### config.mk
export PLATFORM = sky130hd
export DESIGN_NAME = msrv32_fetch_ctrl
export DESIGN_NICKNAME = d
export VERILOG_FILES = /design/src/rtl/msrv32_pkg.sv /design/src/rtl/msrv32_fetch_skid_fifo.sv /design/src/rtl/msrv32_fetch_ctrl.sv
export SDC_FILE = /design/constraint.sdc
export NUM_CORES = 1
export LEC_CHECK = 0
export BUFFER_PORTS_ARGS = -buffer_cell sky130_fd_sc_hd__buf_2
export CORE_MARGIN = 4
export CORE_UTILIZATION = 40
export DETAILED_ROUTE_END_ITERATION = 6
export PLACE_DENSITY = 0.58
export SYNTH_ARGS = -nofsm -noshare
export SYNTH_HDL_FRONTEND = slang
export SYNTH_SLANG_ARGS = --single-unit
### constraint.sdc
create_clock -name ms_riscv32_mp_clk_in -period 9.9 [get_ports ms_riscv32_mp_clk_in]
set_input_delay 0.495 -clock ms_riscv32_mp_clk_in [delete_from_list [all_inputs] [get_ports ms_riscv32_mp_clk_in]]
set_output_delay 0.495 -clock ms_riscv32_mp_clk_in [all_outputs]
set_load 0.005 [all_outputs]
### src/rtl/msrv32_pkg.sv
// Shared types and constants for the MS-RV32 instruction fetch path.
package msrv32_pkg;

    typedef enum logic [1:0] {
        S_BOOT,
        S_REQ,
        S_WAIT,
        S_DRAIN
    } fetch_state_t;

    localparam logic [31:0] NOP_INSTR = 32'h0000_0013;
    localparam logic [31:0] PC_INCR   = 32'd4;

endpackage

### src/rtl/msrv32_fetch_skid_fifo.sv
// Two-entry {pc, instr} buffer between the instruction memory and decode.
module msrv32_fetch_skid_fifo (
    input  logic        clk,
    input  logic        rst_n,
    input  logic        push,
    input  logic [63:0] push_data,
    input  logic        pop,
    input  logic        clear,
    output logic [1:0]  count,
    output logic [63:0] head
);

    logic [63:0] mem [2];
    logic        rd_ptr;
    logic        wr_ptr;

    // Storage carries no reset; the head is only meaningful while count is non-zero.
    always_ff @(posedge clk) begin
        if (push && !clear) begin
            mem[wr_ptr] <= push_data;
        end
    end

    always_ff @(posedge clk or negedge rst_n) begin
        if (!rst_n) begin
            rd_ptr <= 1'b0;
            wr_ptr <= 1'b0;
            count  <= 2'd0;
        end else if (clear) begin
            rd_ptr <= 1'b0;
            wr_ptr <= 1'b0;
            count  <= 2'd0;
        end else begin
            if (push) begin
                wr_ptr <= ~wr_ptr;
            end
            if (pop) begin
                rd_ptr <= ~rd_ptr;
            end
            case ({push, pop})
                2'b10:   count <= count + 2'd1;
                2'b01:   count <= count - 2'd1;
                default: count <= count;
            endcase
        end
    end

    assign head = mem[rd_ptr];

endmodule

### src/rtl/msrv32_fetch_ctrl.sv
// Instruction fetch sequencer: single-outstanding memory handshake, skid buffering, redirect flush.
module msrv32_fetch_ctrl #(
    parameter logic [31:0] BOOT_ADDR      = 32'h0000_0000,
    parameter int          TIMEOUT_CYCLES = 16,
    parameter logic [31:0] NOP_INSTR      = 32'h0000_0013
) (
    input  logic        ms_riscv32_mp_clk_in,
    input  logic        ms_riscv32_mp_rst_in,
    output logic        imem_req_out,
    output logic [31:0] imem_addr_out,
    input  logic        imem_gnt_in,
    input  logic        imem_rvalid_in,
    input  logic [31:0] imem_rdata_in,
    input  logic        redirect_in,
    input  logic [31:0] redirect_pc_in,
    input  logic        stall_in,
    output logic        instr_valid_out,
    output logic [31:0] instr_out,
    output logic [31:0] pc_out,
    output logic        flush_out,
    output logic        fetch_err_out
);

    import msrv32_pkg::*;

    localparam int TW = $clog2(TIMEOUT_CYCLES + 1);

    fetch_state_t  state;
    logic [31:0]   fetch_pc;
    logic [31:0]   req_pc;
    logic [TW-1:0] timer;
    logic          flush_q;
    logic          err_q;
    logic [1:0]    count;
    logic [63:0]   head;
    logic          valid;
    logic          granted;
    logic          push;
    logic          pop;

    assign valid         = (count != 2'd0);
    assign imem_req_out  = (state == S_REQ) && (count < 2'd2);
    assign imem_addr_out = fetch_pc;
    assign granted       = imem_req_out && imem_gnt_in;

    // Redirect wins over both ends of the buffer in the same cycle.
    assign push = (state == S_WAIT) && imem_rvalid_in && !redirect_in;
    assign pop  = valid && !stall_in && !redirect_in;

    msrv32_fetch_skid_fifo u_skid_fifo (
        .clk       (ms_riscv32_mp_clk_in),
        .rst_n     (ms_riscv32_mp_rst_in),
        .push      (push),
        .push_data ({req_pc, imem_rdata_in}),
        .pop       (pop),
        .clear     (redirect_in),
        .count     (count),
        .head      (head)
    );

    always_ff @(posedge ms_riscv32_mp_clk_in or negedge ms_riscv32_mp_rst_in) begin
        if (!ms_riscv32_mp_rst_in) begin
            state    <= S_BOOT;
            fetch_pc <= BOOT_ADDR;
            req_pc   <= BOOT_ADDR;
            timer    <= '0;
            flush_q  <= 1'b0;
            err_q    <= 1'b0;
        end else if (redirect_in) begin
            fetch_pc <= {redirect_pc_in[31:2], 2'b00};
            timer    <= '0;
            err_q    <= 1'b0;
            flush_q  <= 1'b1;
            // A response still owed by memory must be swallowed before re-issuing.
            if ((state == S_WAIT || state == S_DRAIN) && imem_rvalid_in) begin
                state <= S_REQ;
            end else if (state == S_WAIT || state == S_DRAIN || granted) begin
                state <= S_DRAIN;
            end else begin
                state <= S_REQ;
            end
        end else begin
            flush_q <= 1'b0;
            case (state)
                S_BOOT: state <= S_REQ;
                S_REQ: begin
                    if (granted) begin
                        req_pc   <= fetch_pc;
                        fetch_pc <= fetch_pc + PC_INCR;
                        timer    <= '0;
                        state    <= S_WAIT;
                    end
                end
                S_WAIT, S_DRAIN: begin
                    if (imem_rvalid_in) begin
                        state <= S_REQ;
                    end else if (timer != TW'(TIMEOUT_CYCLES)) begin
                        timer <= timer + TW'(1);
                        if (timer == TW'(TIMEOUT_CYCLES - 1)) begin
                            err_q <= 1'b1;
                        end
                    end
                end
                default: state <= S_BOOT;
            endcase
        end
    end

    assign instr_valid_out = valid;
    assign instr_out       = valid ? head[31:0] : NOP_INSTR;
    assign pc_out          = valid ? head[63:32] : fetch_pc;
    assign flush_out       = flush_q;
    assign fetch_err_out   = err_q;

endmodule

==> results.tsv <==
stage	metric	value	unit
worst_setup_path	kind of cell adding the most delay to the critical path	flip-flops	
clocking	clock sinks	197	
logic_synthesis	number of synthesized flops with an enable pin	124	
floorplanning	core area	0.0204	mm2
hold_path	worst hold path type	input port to async pin	
global_route	GR Util met2	25.8	%
global_route	gr usage total	16.3	%
logic_synthesis	top cells by area, synth	edfxtp_1 45%, dfrtp_1 22%, mux2i_1 7.7%, mux2_2 4.2%, o21ai_0 3.1%	
place	GP Congestion	0.776	
worst_setup_path	startpoint class of the critical path	flop	
worst_setup_path	crit path kind	flop to output pin	
worst_setup_path	Critical Path Stages	4	
clocking	Clock Tree Buf Depth	2	
worst_setup_path	Buf+Inv Stages, Crit Path	2	
floorplanning	die height	152	um
worst_setup_path	biggest cell delay along the critical path	0.81	ns
timing	# setup viols final	0	
power_and_ir_drop	Power Dens Cells	191	mW/mm2
worst_setup_path	CP Data Required Time	9.41	ns
drt	Iteration-0 DRC Markers	247	
clocking	post-CTS resize count	0	
worst_setup_path	crit path max fanout	34	
timing	fin crit share	28.9	%
floorplanning	initial core utilization	41.0	%
logic_synthesis	commonest cells in the netlist	124 x edfxtp_1, 73 x dfrtp_1, 65 x nand2_1	
power_and_ir_drop	VDD IR max	0.110	mV
finish	Final nets	861	
worst_setup_path	crit end category	output pin	
logic_synthesis	asr flop ratio synth	37.1	%
clocking	Clock Latency Late Sink	0.43	ns
worst_setup_path	worst r2r dst	u_skid_fifo.mem[0][20]$_DFFE_PP_	
finish	fin cells	1071	
timing	Slew @ Worst Pin	1.01	ns
clocking	cts hold-fix bufs	0	
drt	DRC violation count after routing	0	
global_route	vias in the first global route	5697	
global_route	grt met1 use	22.7	%
clocking	clk root buf	clkbuf_16	
logic_synthesis	count of different cell masters after synthesis	44	
clocking	clock-pin slew on the worst setup and hold paths	0.07	ns
worst_setup_path	CP max-delay cell	dfrtp_4	
place	post-DP HPWL	12.0	mm
worst_setup_path	reg2reg path depth	3	
finish	Layout area overhead	20.1	%
place	placed cell count	1038	
floorplanning	# IOs	170	
drt	post-route ant nets	0	
global_route	met3 usage	3.81	%
drt	DRT Wirelength	18.7	mm
timing	fin crit period	2.86	ns
timing	Max-Slew Margin vs Limit	32.3	%
finish	multi-input logic area	0.00262	mm2
worst_setup_path	Reg-to-Reg Start	state[0]$_DFFE_PN0P_	
timing	Fin Setup TNS	0	ns
logic_synthesis	top cell type by total area after synthesis	edfxtp_1	
drt	Vias/cell	5.17	
global_route	antenna violations before repair	1	
floorplanning	Die ar.	0.0232	mm2
floorplanning	width of the chip	152	um
drt	wire per inst	17.4	um
logic_synthesis	top_reg_cell synth	edfxtp_1	
run_status	status	finished clean	
logic_synthesis	synthesis warning total	0	
timing	Final Slew Violations	0	
logic_synthesis	post-synthesis cell area	0.00835	mm2
flow_run	max-cap violation count	0	
worst_setup_path	Worst Setup SP	u_skid_fifo.rd_ptr$_DFFE_PN0P_	
worst_setup_path	worst reg-to-reg setup slack	7.17	ns
timing	clock skew	0.00904	ns
timing	RSZ-0062 raised after global routing	false	
logic_synthesis	FF+latch count, synth	197	
finish	share of cells above drive strength 1	30.0	%
global_route	grt total ovfl	0	
global_route	pin count of the biggest net entering global routing	93	
worst_setup_path	Arr. time, crit path	2.36	ns
clocking	CTS HTree Levels	4	
global_route	grt peak-use layer	met2	
timing	Final Hold Violating Endpoints	0	
timing	achievable clock frequency	350	MHz
floorplanning	Rows	52	
logic_synthesis	Synth Area per Inst	13.1	um2
logic_synthesis	share of the synthesized area in the top cell type	44.6	%
global_route	first-pass GRT wire length	30.5	mm
logic_synthesis	top-count cell post-synth	edfxtp_1	
clocking	CTS buffer count	17	
worst_setup_path	CP cell instances	buf_4 > mux2i_1 > o21ai_0 > buf_2	
logic_synthesis	Synth Instances	638	
finish	# fillers	1832	
logic_synthesis	sequential area share after synthesis	66.5	%
clocking	postcts setup bufs	0	
worst_setup_path	critical path endpoint	pc_out[25]	
timing	hold_ws	0.218	ns
finish	register area	0.00555	mm2
clocking	CTS tree	done	
drt	DR pass1 iterations	5	
power_and_ir_drop	leak pwr	3.80	nW
drt	via count	5541	
place	IO Port Bufs	163	
[worst register-to-register path, stage by stage (launching register included)]
cell	delay (ns)
dfrtp_1	0.41
nand3b_1	0.33
nor3_2	0.84
buf_4	0.74
[through the flow]
step                total power, mW  setup WS [ns]  utilization (%)  cell area (um2)
CTS                            1.94           6.93             49.2            10000
global route                   2.01           6.82             49.2            10000
floorplan                      1.14           3.88                -             8360
finish                         1.92           7.04             49.2            10000
detailed placement             1.23           6.85             46.2             9410
global placement               1.21           6.87             46.2             9410
[cell families (layout without fill, tap and decap cells)]
family / after synthesis / after routing / share of synthesized area (%)
AOI/OAI and AO/OA: 92 / 92 / 6.34
xor gates and xnor gates: 13 / 13 / 1.36
adders and majority gates: 4 / 4 / 0.600
buffers and inverters: 51 / 210 / 2.59
DFF: 197 / 197 / 66.5
muxes: 95 / 95 / 11.9
other: 1 / 5 / 0.0449
and+or+nand+nor: 185 / 185 / 10.7
[layout make-up]
type	count	share of cell area, %
diodes	1	0.0250
clock buffers	17	4.24
clock inverters	15	1.91
inverters	8	0.299
multi-input cells	393	26.1
flip-flops and latches	197	55.4
well taps	270	3.37
repair buffers	170	8.68
[power breakdown]
part / leakage [nW] / internal [mW] / switching [mW] / total (mW)
clock: 0.300 / 0.385 / 0.324 / 0.709
combinational: 1.52 / 0.0920 / 0.0872 / 0.179
sequential: 1.99 / 0.968 / 0.0611 / 1.03
total: 3.80 / 1.44 / 0.472 / 1.92
[flip-flops by register name, summed over array words and instances (netlist names)]
register,flops
fetch_err_out,1
flush_out,1
imem_addr_out,30
req_pc,30
state,2
timer,5
u_skid_fifo.count,2
u_skid_fifo.mem,124
u_skid_fifo.rd_ptr,1
u_skid_fifo.wr_ptr,1
[cell usage in the layout (no fill, tap or decap), types with 3 or more instances in the layout]
master     synthesis  layout
mux2_2            31      31
buf_2              1     162
xnor2_1           10      10
a31oi_1           16      16
o31ai_1           13      13
and4_1             3       3
o21ai_0           51      51
inv_1              7       7
nor4_1             5       5
or3_1              8       8
conb_1             1       4
inv_8              0       5
dfrtp_1           73      72
nor2_1            55      53
nand4_1            7       7
a21oi_1            7       7
clkbuf_16          0      17
nand3_1           10      10
edfxtp_1         124     124
or4_1             14      14
ha_1               4       4
buf_4              4       8
nand2_1           65      65
xor2_1             3       3
nor3_1             4       3
mux2i_1           64      64
[metal layers]
metal | wire length [um] | share of wire (%) | up-vias
met5 | 0 | 0 | -
met4 | 244 | 1.3 | 0
met3 | 953 | 5.1 | 16
met2 | 8710 | 47 | 166
met1 | 8780 | 47 | 2718
li1 | - | - | 2641
[how the worst min path moves through the flow]
stage | startpoint | to | slack (ns) | cells past startpoint
final | ms_riscv32_mp_rst_in | imem_addr_out[18]$_DFFE_PN0P_ | 0.22 | 1
after CTS | imem_rdata_in[5] | u_skid_fifo.mem[0][5]$_DFFE_PP_ | 0.23 | 1
after global routing | imem_rdata_in[27] | u_skid_fifo.mem[0][27]$_DFFE_PP_ | 0.23 | 1
after floorplan | ms_riscv32_mp_rst_in | fetch_err_out$_DFFE_PN0P_ | 0.20 | 0
after global placement | req_pc[22]$_DFFE_PN0P_ | u_skid_fifo.mem[1][54]$_DFFE_PP_ | 0.44 | 0
after detailed placement | req_pc[10]$_DFFE_PN0P_ | u_skid_fifo.mem[0][42]$_DFFE_PP_ | 0.45 | 0
Power figures use the tool's default switching activity.
